## config.mk

```make
export PLATFORM = sky130hd
export DESIGN_NAME = dispatch_group_buffer
export DESIGN_NICKNAME = d
export VERILOG_FILES = /design/src/rtl/dispatch_group_buffer_pkg.sv /design/src/rtl/dispatch_compact.sv /design/src/rtl/priority_enc.sv /design/src/rtl/dispatch_group_buffer.sv
export SDC_FILE = /design/constraint.sdc
export NUM_CORES = 1
export LEC_CHECK = 0
export CORE_UTILIZATION = 35
export DETAILED_ROUTE_END_ITERATION = 6
export PLACE_DENSITY_LB_ADDON = 0.1
export SYNTH_ARGS = -nofsm -noshare
export SYNTH_HDL_FRONTEND = slang
export SYNTH_SLANG_ARGS = --single-unit
```

## constraint.sdc

```tcl
create_clock -name clk -period 6.48 [get_ports clk]
set_input_delay 0.648 -clock clk [delete_from_list [all_inputs] [get_ports clk]]
set_output_delay 0.648 -clock clk [all_outputs]
set_load 0.05 [all_outputs]
```

## src/rtl/dispatch_group_buffer_pkg.sv

```systemverilog
// rtl/dispatch_group_buffer_pkg.sv - shared op width and mask helpers for the dispatch group buffer
`ifndef RENAMED_OP_SZ
`define RENAMED_OP_SZ 16
`endif
package dispatch_group_buffer_pkg;

    localparam int OP_SZ = `RENAMED_OP_SZ;
    localparam int MAX_W = 32;

    function automatic int unsigned popcount(input logic [MAX_W-1:0] m);
        int unsigned c;
        c = 0;
        for (int unsigned i = 0; i < MAX_W; i++) begin
            c += 32'(m[i]);
        end
        return c;
    endfunction

    // Mask with the lowest n bits set; used to express "first n slots/ops".
    function automatic logic [MAX_W-1:0] low_mask(input int unsigned n);
        logic [MAX_W-1:0] m;
        m = '0;
        for (int unsigned i = 0; i < MAX_W; i++) begin
            if (i < n) begin
                m[i] = 1'b1;
            end
        end
        return m;
    endfunction

endpackage

```

## src/rtl/dispatch_compact.sv

```systemverilog
// rtl/dispatch_compact.sv - survivor compaction: per-slot source select and survivor count
module dispatch_compact
    import dispatch_group_buffer_pkg::*;
#(
    parameter int N = 4
) (
    input  logic [N-1:0]         i_valid,
    input  logic [N-1:0]         i_retire,
    output logic [$clog2(N)-1:0] o_sel [N],
    output logic [$clog2(N):0]   o_surv_cnt
);

    localparam int IW = $clog2(N);

    logic [N-1:0]  w_mask  [N];
    logic [IW-1:0] w_idx   [N];
    logic          w_found [N];

    assign w_mask[0]  = i_valid & ~i_retire;
    assign o_surv_cnt = (IW + 1)'(popcount(MAX_W'(w_mask[0])));

    // Output slot j takes the j-th surviving slot: peel off the lowest survivor each stage.
    for (genvar j = 0; j < N; j++) begin : g_stage
        priority_enc #(.N(N)) u_penc (
            .i_req   (w_mask[j]),
            .o_idx   (w_idx[j]),
            .o_found (w_found[j])
        );
        assign o_sel[j] = w_found[j] ? w_idx[j] : '0;
        if (j < N - 1) begin : g_next
            assign w_mask[j+1] = w_found[j] ? (w_mask[j] & ~(N'(1) << w_idx[j])) : w_mask[j];
        end
    end

endmodule

```

## src/rtl/priority_enc.sv

```systemverilog
// rtl/priority_enc.sv - lowest-index-first priority encoder
module priority_enc #(
    parameter int N = 4
) (
    input  logic [N-1:0]         i_req,
    output logic [$clog2(N)-1:0] o_idx,
    output logic                 o_found
);

    always_comb begin
        o_idx   = '0;
        o_found = 1'b0;
        for (int i = N - 1; i >= 0; i--) begin
            if (i_req[i]) begin
                o_idx   = ($clog2(N))'(i);
                o_found = 1'b1;
            end
        end
    end

endmodule

```

## src/rtl/dispatch_group_buffer.sv

```systemverilog
// rtl/dispatch_group_buffer.sv - retire/compact/refill holding buffer feeding the dispatch sorter
// Optional synchronous flush port enabled by DISPATCH_BUF_FLUSH_EN.
`ifndef RENAMED_OP_SZ
`define RENAMED_OP_SZ 16
`endif
module dispatch_group_buffer
    import dispatch_group_buffer_pkg::*;
#(
    parameter int FETCH_WIDTH = 4
) (
    input  logic                                clk,
    input  logic                                rst_n,
`ifdef DISPATCH_BUF_FLUSH_EN
    input  logic                                flush,
`endif
    input  logic [FETCH_WIDTH*`RENAMED_OP_SZ-1:0] in_ops,
    input  logic [FETCH_WIDTH-1:0]              in_valid,
    output logic [FETCH_WIDTH-1:0]              in_taken,
    output logic [FETCH_WIDTH*`RENAMED_OP_SZ-1:0] instr_out,
    output logic [FETCH_WIDTH-1:0]              instr_valid,
    input  logic [FETCH_WIDTH-1:0]              instr_used,
    output logic [$clog2(FETCH_WIDTH):0]        count
);

    localparam int FW = FETCH_WIDTH;
    localparam int IW = $clog2(FW);
    localparam int CW = IW + 1;
    localparam int SZ = `RENAMED_OP_SZ;

    logic [SZ-1:0] r_data [FW];
    logic [FW-1:0] r_valid;
    logic [CW-1:0] r_count;

    logic          w_flush;
    logic [FW-1:0] w_retire;
    logic [IW-1:0] w_sel [FW];
    logic [CW-1:0] w_surv;
    logic [CW-1:0] w_in_cnt;
    logic [CW-1:0] w_room;
    logic [CW-1:0] w_take_cnt;
    logic [FW-1:0] w_taken;
    logic [SZ-1:0] w_in_arr   [FW];
    logic [SZ-1:0] w_nxt_data [FW];
    logic [FW-1:0] w_nxt_valid;

`ifdef DISPATCH_BUF_FLUSH_EN
    assign w_flush = flush;
`else
    assign w_flush = 1'b0;
`endif

    assign w_retire = r_valid & instr_used;

    dispatch_compact #(.N(FW)) u_compact (
        .i_valid    (r_valid),
        .i_retire   (w_retire),
        .o_sel      (w_sel),
        .o_surv_cnt (w_surv)
    );

    assign w_in_cnt   = CW'(popcount(MAX_W'(in_valid)));
    assign w_room     = CW'(FW) - w_surv;
    assign w_take_cnt = (w_in_cnt < w_room) ? w_in_cnt : w_room;

    // Gated by rst_n so upstream never sees an acceptance while the buffer is held in reset.
    assign w_taken  = FW'(low_mask(32'(w_take_cnt))) & {FW{rst_n & ~w_flush}};
    assign in_taken = w_taken;

    for (genvar i = 0; i < FW; i++) begin : g_io
        assign w_in_arr[i]             = in_ops[i*SZ +: SZ];
        assign instr_out[i*SZ +: SZ]   = r_data[i];
    end

    always_comb begin
        for (int j = 0; j < FW; j++) begin
            w_nxt_data[j]  = '0;
            w_nxt_valid[j] = 1'b0;
            if (j < int'(w_surv)) begin
                w_nxt_data[j]  = r_data[w_sel[j]];
                w_nxt_valid[j] = 1'b1;
            end else if (j < int'(w_surv) + int'(w_take_cnt)) begin
                w_nxt_data[j]  = w_in_arr[IW'(j - int'(w_surv))];
                w_nxt_valid[j] = 1'b1;
            end
        end
    end

    always_ff @(posedge clk or negedge rst_n) begin
        if (!rst_n) begin
            for (int j = 0; j < FW; j++) begin
                r_data[j] <= '0;
            end
            r_valid <= '0;
            r_count <= '0;
        end else if (w_flush) begin
            for (int j = 0; j < FW; j++) begin
                r_data[j] <= '0;
            end
            r_valid <= '0;
            r_count <= '0;
        end else begin
            for (int j = 0; j < FW; j++) begin
                r_data[j] <= w_nxt_data[j];
            end
            r_valid <= w_nxt_valid;
            r_count <= w_surv + w_take_cnt;
        end
    end

    assign instr_valid = r_valid;
    assign count       = r_count;

endmodule

```

# --- Word level (Yosys, flattened, before mapping) ---
# Cells that the tools add are included.
totals:
  ff_bits: 71
  latchBits: 0
  ram_bits: 0
  mem_bits_ro: 0
  inputBits: 74
  out_inout_bits: 75
  wordCells: 145
  memories: 0
classes:
  add_sub_neg: 13
  n_mul: 0
  div_mod_pow: 0
  n_lt_le_gt_ge: 21
  n_eq_ne: 0
  n_shift: 3
  n_mux: 84
  bitwise_logic: 18
  n_reduce_logical: 0
op_table:
  columns: ["operator", "n"]
  rows:
  - ["16-bit two-way mux", 24]
  - ["16-bit binary-select mux with 2-bit select", 8]
  - ["2-bit two-way mux", 20]
  - ["1-bit by 32-bit < comparator with 1-bit output (first input constant)", 1]
  - ["2-bit by 32-bit < comparator with 1-bit output (first input constant)", 1]
  - ["3-bit by 32-bit < comparator with 1-bit output (first input constant)", 1]
  - ["1-bit two-way mux", 28]
  - ["4-bit bitwise AND", 6]
  - ["4-bit inverter", 4]
  - ["2-bit by 3-bit greater-or-equal comparator with 1-bit output (second input constant)", 4]
  - ["3-bit greater-or-equal comparator (second input constant)", 4]
  - ["1-bit by 3-bit < comparator with 1-bit output (first input constant)", 4]
  - ["2-bit by 3-bit < comparator with 1-bit output (first input constant)", 4]
  - ["4-bit two-way mux", 3]
  - ["2-bit inverter with 3-bit output", 4]
  - ["1-bit by 2-bit left shift with 4-bit output (first input constant)", 3]
  - ["3-bit by 1-bit adder with 3-bit output", 3]
  - ["2-bit inverter", 4]
  - ["1-bit by 1-bit adder with 2-bit output", 2]
  - ["3-bit by 3-bit adder with 4-bit output", 1]
  - ["2-bit by 4-bit < comparator with 1-bit output (first input constant)", 1]
  - ["1-bit by 2-bit subtractor with 2-bit output (first input constant)", 2]
  - ["2-bit subtractor (first input constant)", 2]
  - ["2-bit by 1-bit adder with 3-bit output", 1]
  - ["other kinds (4)", 4]

# --- Depth between registers and ports, before layout ---
# Gate-level depths: netlist of the first run.
depth:
  word_depth: 37
  ltp_mapped: 29

# --- By module ---
# From an unflattened synthesis of the first run, not the netlist that was laid out.
hier_totals:
  hier_cells: 668
  hier_area_um2: 6364.9
by_module_without_submodules:
  columns: ["mod", "n_inst", "cells_per_inst", "area_each_um2", "seq_area_each_um2"]
  rows:
  - ["dispatch_group_buffer", 1, 595, 5901.9, 1776.7]
  - ["dispatch_compact", 1, 45, 322.8, 0.0]
  - ["priority_enc", 4, 7, 35.0, 0.0]

# --- Worst setup path after synthesis of the first run ---
# Ideal clock, no wire load.
synth_path:
  path_type: "input to register"
  start: "input instr_used[0]"
  end: "register r_data (netlist bit instr_out[10])"
  arrival_time_ps: 6698
  required_time_ps: 6348
  path_slack_ps: -350
  path_stages: 26
  n_path_buf: 8
  path_cell_list: "nand2b_2 inv_4 buf_6 clkbuf_1 ha_1 inv_1 fa_1 buf_2 buf_2 buf_2 inv_1 fa_1 clkbuf_1 clkbuf_1 inv_1 ha_1 nor2b_1 a311oi_2 mux2_2 inv_2 fa_1 a21oi_1 a31oi_1 o31ai_1 clkbuf_1 o21ai_1"
synth_between:
  elab_chain_cells: 13
  elab_cells_between_ends: 26
synth_rtl:
  columns: ["item", "line_no", "rtl"]
  rows:
  - ["from (decl)", "dispatch_group_buffer.sv:21", "input logic [FETCH_WIDTH-1:0] instr_used,"]
  - ["4-bit bitwise AND *", "dispatch_group_buffer.sv:52", "assign w_retire = r_valid & instr_used;"]
  - ["4-bit inverter *", "dispatch_compact.sv:19", "assign w_mask[0] = i_valid & ~i_retire;"]
  - ["4-bit bitwise AND *", "dispatch_compact.sv:19", null]
  - ["1-bit by 1-bit adder with 2-bit output", "dispatch_group_buffer_pkg.sv:14", "c += 32'(m[i]);"]
  - ["3-bit by 1-bit adder with 3-bit output (2 in a row)", "dispatch_group_buffer_pkg.sv:14", null]
  - ["3-bit subtractor / 1-bit by 2-bit subtractor with 2-bit output (equally long branches)", "dispatch_group_buffer.sv:62, dispatch_group_buffer.sv:82", null]
  - ["3-bit < comparator / 2-bit inverter (equally long branches)", "dispatch_group_buffer.sv:63, dispatch_group_buffer.sv:82", null]
  - ["3-bit two-way mux / 16-bit binary-select mux with 2-bit select (equally long branches)", "dispatch_group_buffer.sv:63, dispatch_group_buffer.sv:82", null]
  - ["3-bit by 3-bit adder with 4-bit output / 16-bit two-way mux (equally long branches)", "dispatch_group_buffer.sv:81, dispatch_group_buffer.sv:82", null]
  - ["1-bit by 32-bit < comparator with 1-bit output / 16-bit two-way mux (equally long branches)", "dispatch_group_buffer.sv:81, dispatch_group_buffer.sv:82", null]
  - ["16-bit two-way mux", "dispatch_group_buffer.sv:81", "end else if (j < int'(w_surv) + int'(w_take_cnt)) begin"]
  - ["16-bit two-way mux *", "dispatch_group_buffer.sv:78", "if (j < int'(w_surv)) begin"]
  - ["to (signal, indexed assignment)", "dispatch_group_buffer.sv:103", "r_data[j] <= w_nxt_data[j];"]
  - ["to (decl)", "dispatch_group_buffer.sv:30", "logic [SZ-1:0] r_data [FW];"]
# Mark *: on every way between the ends. The rest lies on a longest branch, timed or not. The select of a mux whose other input is x is not followed.

# --- Worst setup path after layout of the first run ---
layout_path:
  start: "input instr_used[1]"
  end: "register r_data (netlist bit instr_out[34])"
layout_between:
  elab_chain_cells: 27
  elab_cells_between_ends: 52
layout_rtl:
  columns: ["item", "line_no"]
  rows:
  - ["4-bit bitwise AND *", "dispatch_group_buffer.sv:52"]
  - ["4-bit inverter *", "dispatch_compact.sv:19"]
  - ["4-bit bitwise AND *", "dispatch_compact.sv:19"]
  - ["branches (longest 23 deep; another with 3-bit by 32-bit < comparator with 1-bit output)", null]
  - ["16-bit two-way mux *", "dispatch_group_buffer.sv:78"]
# Every way passes the cells marked *. The select of a mux whose other input is x is not followed.

==> results of run 1 <==
[through the flow]
stage	TNS, ns	worst slack [ns]	utilization, %
floorplan	-0.3701	-0.02218	-
detailed placement	0	0.03823	46.72
global placement	0	0.1942	46.72
global route	0	0.1239	48.64
CTS	0	0.3782	48.64
finish	0	0.3749	48.64
[layout make-up]
cell class,count,share of cell area [%]
Multi-Input combinational cell,406,46.32
Clock inverter,3,0.8682
Clock buffer,13,3.087
Sequential cell,71,22.83
Timing Repair Buffer,165,21.00
Tap cell,216,3.473
Inverter,49,2.428
[cells by family after synthesis]
| kind of cell | Yosys count |
|---|---|
| buffers and inverters | 99 |
| xor gates and xnor gates | 3 |
| AOI/OAI and AO/OA | 191 |
| muxes | 65 |
| adders and majority gates | 17 |
| DFF | 71 |
| and+or+nand+nor | 130 |
[routing by layer]
layer / vias to the layer above / track usage (%)
li1: 2469 / -
met1: 2874 / 33.79
met2: 320 / 42.15
met3: 29 / 4.018
met4: 0 / 10.81
met5: - / 0
[worst max-delay path by stage]
stage	to	slack, ns	cells after the start
after floorplan	instr_out[53]	-0.02	28
after global placement	instr_out[33]	0.19	20
after detailed placement	instr_out[33]	0.04	20
after CTS	instr_out[34]	0.38	20
after global routing	instr_out[39]	0.12	20
final	instr_out[34]	0.37	20
[where the power goes]
group	leakage [nW]	internal [mW]	switching, mW
clock	0.144	0.338	0.199
sequential	0.906	0.651	0.214
combinational	2.06	1.60	2.30
total	3.11	2.59	2.71
[registers in the layout, indices dropped and copies added, names as in the netlist]
signal       cells
instr_out       64
instr_valid      4
count            3
[cells in the final DEF, fill, tap and decap left out, types with 2 or more instances in the layout]
master             n
o21ai_1           11
clkdlybuf4s50_1  143
bufinv_16          2
nand3_1           20
a21oi_1           50
buf_4             19
mux2i_1           16
clkbuf_16          9
o21ai_0           21
buf_12             3
a22oi_1           15
fa_1               2
o32ai_2            4
xnor2_1            2
a222oi_1          16
or3_1              3
a21boi_1           2
a2bb2oi_1         16
nor2b_1           18
nand2b_2           2
o32ai_1           12
nor2b_2            2
nor3_1             2
ha_1              11
nor2_1            53
o22a_1            16
inv_1             44
inv_4              2
o221ai_1          16
dfrtp_1           71
mux4_2            48
inv_2              3
nand2_1           21
clkbuf_1           4
==> flow_summary.toml, run 1 <==
[critical_path]
path_delay_family = "adder cells"
r2r_cells = 19
startpoint_type = "input port"
crit_required_ns = 6.65
critPathKind = "in -> reg"
startpoint = "instr_used[1]"
cp_num_buf_inv = 6
r2r-start = "instr_valid[1]"
reg2reg_slack_ns = 0.77
crit_path_end_kind = "flip-flop"
crit_path_top_delay_cell = "a21o_1"
r2r-end = "instr_out[34]"
cp.arrival_ns = 6.28
cpPeakStageDelay_ns = 0.83
path_cells = "clkdlybuf4s50_1 -> nand2b_2 -> inv_2 -> ha_1 -> inv_1 -> fa_4 -> inv_1 -> fa_2 -> inv_1 -> ha_1 -> nor2b_1 -> a311oi_2 -> mux2_2 -> inv_2 -> fa_1 -> a21oi_1 -> a31oi_1 -> nor2_1 -> a21o_1 -> o32ai_1"
cp_common_cell = "inv_1"
crit_fanout = 16

[detailed_routing]
wl_per_cell_um = 22.97
met3_length_um = 1665
drt_iter0_markers = 746
vias_per_cell = 6.167
m1WireLength_um = 8754
drt_wl_total_um = 21200
ant_nets = 0
dr.max_layer_used = "met4"
drcViolationCount = 0
dr_wl_met2_um = 10380
vias = 5692
firstDrtPassIters = 6

[synth]
ys_ff_latch = 71
netlist_instances = 576
synth_top_area_share_pct = 30.83
synth_area_per_cell_um2 = 10.01
ys_seq_area_share_pct = 30.83
syn_area_um2 = 5763
synth_top_family_by_area = "compound AO/OA/AOI/OAI gates"
yosys.area_share.xor_xnor_pct = 0.4559
yosysTopAreaCell = "dfrtp_1"
synth_ff_type = "dfrtp_1"
synth_compound_area_share_pct = 24.36
yosys_warnings = 0
synthAdderAreaFrac_pct = 4.190
synthSimpleGateAreaFrac_pct = 11.05
yosys.cell_types.count = 56
async_reset_ff_share_pct = 100.0
syn_nets = 666
synth_top_cells_by_area = "dfrtp_1 31%, mux4_2 19%, a21oi_1 4.3%"
yosysMostFrequentCell = "dfrtp_1"
synthTopCellsByCount = "71 x dfrtp_1, 53 x nor2_1, 50 x a21oi_1"
synth-edff-count = 0
synthMuxAreaShare_pct = 21.73

[run]
max_cap_violations = 0

[grt]
grt-ovfl-total = 0
grt_pass1_vias = 5477
grt_usage_pct = 25.71
grt_max_degree = 52
grt_first_pass_wirelength_um = 32140
antenna_found_initial = 0

[timing]
rsz0062_at_grt = "false"
slew-limit-headroom_pct = 27.02
fmaxAchievable_mhz = 163.8
drv_slew = 0
min_period_over_period_pct = 94.22
tightestPinTransition_ns = 1.093
timing.hold.ws_ns = 0.2600
finalHoldViolCount = 0
finalSetupViolCount = 0
finalClockSkew_ns = 0.008217
period_minus_slack_ns = 6.105

[finish]
fillCellCount = 1480
final_cells = 923
area_growth_pct = 35.04
final_area_um2 = 7782
multi_input_area_um2 = 3605
drive_gt1_share_pct = 15.70
ff_latch_area_um2 = 1777
antennaDiodeCount = 0
nNetsFinal = 792

[clock_network]
clock-sinks = 71
root_buffer = "clkbuf_16"
cts_setup_buffers = 0
cts_resized = 0
hold_buffers = 0
clk_pin_slew_ns = 0.06
cts_max_path_buffers = 2
worstSkewPairLatency_ns = 0.35
htreeDepth = 3
cts_tree = "done"
cts_made_buffers = 9

[placement]
port-buffer-count = 148
gp_congestion = 0.8214
hpwl_um = 13800
dp_cells = 907
post_dp_cell_area_um2 = 7475

[floorplanning]
dieArea_um2 = 16980
die_h_um = 130.3
start_util_pct = 36.02
io_pins = 149
rows = 46
die_x_um = 130.3
core-area_um2 = 16000

[run_status]
outcome = "finished, final reports clean"

[pwr]
p_total_mw = 5.294
p_leak_nw = 3.106
power.density_nw_per_um2 = 680.3
worst_ir_drop_vdd_mv = 0.4026

[min_path]
hold_class = "in -> async"
No activity file was read; power rests on OpenSTA's default activity.
==> run 2, diff against run 1 <==
--- a/config.mk
+++ b/config.mk
@@ -5,9 +5,12 @@
 export SDC_FILE = /design/constraint.sdc
 export NUM_CORES = 1
 export LEC_CHECK = 0
-export CORE_UTILIZATION = 35
+export CELL_PAD_IN_SITES_DETAIL_PLACEMENT = 1
+export CELL_PAD_IN_SITES_GLOBAL_PLACEMENT = 2
+export CORE_UTILIZATION = 28
 export DETAILED_ROUTE_END_ITERATION = 6
 export PLACE_DENSITY_LB_ADDON = 0.1
+export SLEW_MARGIN = 20
 export SYNTH_ARGS = -nofsm -noshare
 export SYNTH_HDL_FRONTEND = slang
 export SYNTH_SLANG_ARGS = --single-unit
==> run 2 against run 1 <==
  * The run now ends with design-rule violations left
  * Critical path depth is 2 higher
  * Combinational power up 3%
  * Hold slack got worse by 0.13 ns
  * Worst setup slack better by 0.061 ns
  * First-iteration DRC count shrank 57%
  * Via count decreased by 1.6%
  * Clock power rose by 22%
  * Die area increased by 25%
  * Sequential power is essentially flat
  * Global-route usage is 2.2 points lower
  * Clock-buffer cell count shrank 2
  * Largest cell class unchanged
  * Largest power group unchanged
==> flow_summary.toml, run 2 (same netlist as run 1, synthesis figures left out) <==
[placement]
dp_cells = 963
hpwl_um = 15530
gp_congestion = 0.7601
post_dp_cell_area_um2 = 7569
port-buffer-count = 148

[clock_network]
hold_buffers = 0
cts_tree = "done"
cts_setup_buffers = 0
htreeDepth = 3
cts_resized = 0
cts_made_buffers = 9
clock-sinks = 71
clk_pin_slew_ns = 0.06
root_buffer = "clkbuf_16"
cts_max_path_buffers = 2
worstSkewPairLatency_ns = 0.36

[finish]
antennaDiodeCount = 0
layout_commonest_cell = "clkdlybuf4s50_1"
final_area_um2 = 7969
largest_reg_flops = 64
area_growth_pct = 38.28
final_cells = 980
utilization_pct = 39.38
drive_gt1_share_pct = 16.48
nNetsFinal = 795
final_cell_mix = "144 x clkdlybuf4s50_1, 71 x dfrtp_1, 53 x nor2_1"

[min_path]
hold_class = "in -> async"

[floorplanning]
dieArea_um2 = 21160
io_pins = 149
core-area_um2 = 20230
start_util_pct = 28.48
rows = 52
die_x_um = 145.5
die_h_um = 145.5

[critical_path]
crit_path_end_kind = "flip-flop"
path_cells = "clkdlybuf4s50_1 -> nand2b_2 -> inv_2 -> ha_1 -> inv_1 -> fa_4 -> inv_1 -> fa_2 -> inv_1 -> ha_1 -> nor2_1 -> o21bai_1 -> a21oi_1 -> ha_1 -> inv_1 -> fa_1 -> a21oi_1 -> a31oi_1 -> buf_4 -> nor2_1 -> a21o_1 -> o32ai_1"
crit_required_ns = 6.67
cp.arrival_ns = 6.23
cpPeakStageDelay_ns = 0.81
r2r-end = "instr_out[40]"
path_delay_family = "adder cells"
startpoint_type = "input port"
crit_fanout = 16
critPathKind = "in -> reg"
reg2reg_slack_ns = 0.83
cp_num_buf_inv = 7
path_depth = 22
crit_end = "instr_out[40]"
startpoint = "instr_used[1]"
r2r-start = "instr_valid[1]"
r2r_cells = 21
cp_common_cell = "inv_1"
crit_path_top_delay_cell = "fa_4"

[grt]
grt_first_pass_wirelength_um = 37470
grt_pass1_vias = 6110
antenna_found_initial = 0
grt_usage_pct = 23.49
grt-ovfl-total = 0
grt_max_degree = 64

[detailed_routing]
vias = 5603
drt_iter0_markers = 318
wl_per_cell_um = 24.60
firstDrtPassIters = 7
drt_wl_total_um = 24110
vias_per_cell = 5.717
ant_nets = 0
drcViolationCount = 4

[timing]
fmaxAchievable_mhz = 165.5
finalSetupViolCount = 0
rsz0062_at_grt = "false"
drv_slew = 0
period_minus_slack_ns = 6.044
slew-limit-headroom_pct = 22.41
finalHoldViolCount = 0
timing.hold.ws_ns = 0.1284
min_period_over_period_pct = 93.27
tightestPinTransition_ns = 1.164
finalClockSkew_ns = 0.01204

[run_status]
outcome = "finished, violations left"
violations = "design-rule violations"

[pwr]
worst_ir_drop_vdd_mv = 0.5403
p_leak_nw = 3.159
p_total_mw = 5.511
power.density_nw_per_um2 = 691.5

[run]
max_cap_violations = 0
==> run 2: cell types whose count changed in the layout (fill, tap and decap cells not counted), sizes merged <==
cell | previous run | this run
buf | 22 | 24
bufinv | 2 | 4
clkbuf | 13 | 11
clkdlybuf4s50 | 143 | 144
==> run 2: cell type report <==
| type | count | area (µm²) |
|---|---|---|
| Tap cell | 270 | 337.8 |
| Inverter | 49 | 188.9 |
| Timing Repair Buffer | 168 | 1663 |
| Sequential cell | 71 | 1777 |
| Multi-Input combinational cell | 406 | 3622 |
| Fill cell | 2225 | 12270 |
| Clock buffer | 11 | 252.7 |
| Clock inverter | 5 | 127.6 |
==> run 2: worst min-delay path by stage <==
stage / start / end / slack, ns / depth (start not counted)
global placement: rst_n / instr_out[17] / 0.50 / 1
finish: rst_n / instr_out[17] / 0.13 / 1
detailed placement: rst_n / instr_out[17] / 0.50 / 1
global route: rst_n / instr_out[17] / 0.14 / 1
CTS: rst_n / instr_out[17] / 0.13 / 1
floorplan: rst_n / count[0] / 0.35 / 0
==> run 2: report_power, final <==
| part | switching [mW] | total, mW | leakage (nW) | internal (mW) |
|---|---|---|---|---|
| clock | 0.218 | 0.655 | 0.182 | 0.437 |
| combinational | 2.38 | 3.99 | 2.07 | 1.61 |
| sequential | 0.217 | 0.868 | 0.906 | 0.651 |
==> run 2: layer usage <==
metal,routed length [µm],part of all wire (%),GRT usage [%],vias to the layer above
met4,363,1.5,6.632,0
met3,1256,5.2,3.417,25
met1,10600,44,30.78,2903
met5,0,0,0,-
met2,11890,49,40.31,202
li1,-,-,-,2473
==> run 2: worst register-to-register path, cell delays in order (launching register included) <==
cell      delay, ns
dfrtp_1        0.42
nand2b_2       0.17
inv_2          0.10
ha_1           0.29
inv_1          0.05
fa_4           0.81
inv_1          0.07
fa_2           0.54
inv_1          0.06
ha_1           0.30
nor2_1         0.12
o21bai_1       0.08
a21oi_1        0.24
ha_1           0.22
inv_1          0.06
fa_1           0.41
a21oi_1        0.16
a31oi_1        0.14
buf_4          0.18
nor2_1         0.16
a21o_1         0.73
o32ai_1        0.18
==> run 2: per-stage QoR <==
| step | TNS (ns) | setup slack, ns |
|---|---|---|
| after floorplan | -0.3701 | -0.02218 |
| after global placement | 0 | 0.2524 |
| after detailed placement | 0 | 0.07798 |
| after CTS | 0 | 0.4409 |
| after global routing | 0 | 0.09332 |
| final | 0 | 0.4361 |
==> run 3, diff against run 2 <==
--- a/config.mk
+++ b/config.mk
@@ -7,8 +7,9 @@
 export LEC_CHECK = 0
 export CELL_PAD_IN_SITES_DETAIL_PLACEMENT = 1
 export CELL_PAD_IN_SITES_GLOBAL_PLACEMENT = 2
-export CORE_UTILIZATION = 28
+export CORE_UTILIZATION = 35
 export DETAILED_ROUTE_END_ITERATION = 6
+export DONT_BUFFER_PORTS = 1
 export PLACE_DENSITY_LB_ADDON = 0.1
 export SLEW_MARGIN = 20
 export SYNTH_ARGS = -nofsm -noshare
==> run 3 against run 2 <==
  * The run now ends clean
  * Clock skew down 0.0062 ns
  * Cell area is 20% lower
  * Non-clock buffer count decreased by 146
  * Utilization increased by 0.38 points
  * Highest routed layer unchanged
  * Largest cell class unchanged
  * Global-route usage up 3.2 points
  * Cell count down 20%
  * Sequential share of layout area is 5.6 points higher
  * Fmax rose by 0.19%
  * Critical path depth decreased by 3
  * Worst setup slack better by 0.011 ns
  * Hold slack gained 0.061 ns
==> flow_summary.toml, run 3 (same netlist as run 1, synthesis figures left out) <==
[run_status]
outcome = "finished, final reports clean"

[floorplanning]
die_x_um = 130.3
dieArea_um2 = 16980
core-area_um2 = 16000
io_pins = 149
rows = 46
die_h_um = 130.3
start_util_pct = 36.02

[clock_network]
cts_max_path_buffers = 2
clk_pin_slew_ns = 0.06
cts_made_buffers = 9
root_buffer = "clkbuf_16"
worstSkewPairLatency_ns = 0.35
cts_resized = 0
cts_setup_buffers = 0
htreeDepth = 3
cts_tree = "done"
clock-sinks = 71

[timing]
finalSetupViolCount = 0
finalClockSkew_ns = 0.005810
tightestPinTransition_ns = 1.101
drv_slew = 0
fmaxAchievable_mhz = 165.8
finalHoldViolCount = 0
rsz0062_at_grt = "false"
period_minus_slack_ns = 6.033
min_period_over_period_pct = 93.10
fin_ws_ns = 0.4473
slew-limit-headroom_pct = 26.38
timing.hold.ws_ns = 0.1889

[grt]
grt_max_degree = 72
grt-ovfl-total = 0
met2_usage_pct = 44.49
grt_pass1_vias = 5484
antenna_found_initial = 0
top_usage_layer = "met2"
grt.met1_usage_pct = 33.37
grtUsageMet3_pct = 6.806
grt_first_pass_wirelength_um = 32930
grt_usage_pct = 26.65

[finish]
largest_reg_flops = 64
area_growth_pct = 10.40
drive_gt1_share_pct = 19.86
antennaDiodeCount = 0
layout_commonest_cell = "dfrtp_1"
utilization_pct = 39.76
nNetsFinal = 649
final_cell_mix = "71 x dfrtp_1, 53 x nor2_1, 50 x a21oi_1"
final_cells = 780

[critical_path]
r2r-end = "instr_out[41]"
crit_required_ns = 6.65
r2r-start = "instr_valid[1]"
crit_path_end_kind = "flip-flop"
startpoint_type = "flip-flop"
reg2reg_slack_ns = 0.45
cp.arrival_ns = 6.20
critPathKind = "reg -> reg"
r2r_cells = 19
crit_fanout = 16

[detailed_routing]
ant_nets = 0
drcViolationCount = 0
vias = 5146
firstDrtPassIters = 6
drt_iter0_markers = 394
wl_per_cell_um = 27.96
drt_wl_total_um = 21810
vias_per_cell = 6.597

[placement]
port-buffer-count = 0
gp_congestion = 0.7636
dp_cells = 762
hpwl_um = 14710
post-place-ws_ns = 0.3474

[run]
max_cap_violations = 0

[min_path]
hold_class = "in -> async"
run 3: cell types whose count changed in the layout (fill, tap and decap cells not counted), sizes merged:
cell           before  now
bufinv              4    2
clkinv              0    2
clkbuf             11   13
clkdlybuf4s50     144    0
clkinvlp            1    0
buf                24   21
run 3: cell type report:
type / instances / area [µm²]
fillers: 1830 / 9638
multi-input cells: 406 / 3616
flip-flops and latches: 71 / 1777
well taps: 216 / 270.3
clock buffers: 12 / 236.5
repair buffers: 22 / 203.9
inverters: 49 / 188.9
clock inverters: 4 / 70.07
run 3: critical path: stages, from the launching register on:
cell and delay, ns:
dfrtp_1 0.60, nand2b_2 0.25, inv_2 0.11, ha_1 0.28, inv_1 0.05, fa_4 0.82, inv_1 0.10, fa_2 0.55
inv_1 0.05, ha_1 0.18, nor2b_1 0.15, a311oi_2 0.33, mux2_2 0.26, inv_2 0.06, fa_1 0.44, a21oi_1 0.18
a31oi_1 0.23, nor2_1 0.24, a21o_1 0.76, o32ai_1 0.19
run 3: worst max path at each step:
stage / cells past startpoint / to / start / slack, ns
after floorplan: 28 / instr_out[53] / instr_used[0] / -0.02
after global placement: 19 / instr_out[32] / instr_used[0] / 0.60
after detailed placement: 19 / instr_out[33] / instr_used[0] / 0.35
after CTS: 19 / instr_out[41] / instr_valid[1] / 0.52
after global routing: 19 / instr_out[41] / instr_valid[1] / 0.17
final: 19 / instr_out[41] / instr_valid[1] / 0.45
run 3: what timing repair did:
item	CTS	global route
hold buffers	1	0
endpoints found under the hold margin	71	0
endpoints found under the setup margin	0	0
run 3: routing by layer:
layer | share of wire [%] | routed length, µm
met5 | 0 | 0
met4 | 2.3 | 497
met3 | 7.8 | 1712
met2 | 49 | 10720
met1 | 41 | 8878
run 3: per-stage QoR:
| stage | instance area, µm² | TNS [ns] |
|---|---|---|
| after global placement | 6003 | 0 |
| after floorplan | 5774 | -0.3701 |
| after CTS | 6337 | 0 |
| final | 6362 | 0 |
| after detailed placement | 6003 | 0 |
| after global routing | 6362 | 0 |
Power of run 3 is left out: the tool's default activity adds up to more than one toggle a clock period on the data nets, which glitch-free logic cannot reach.
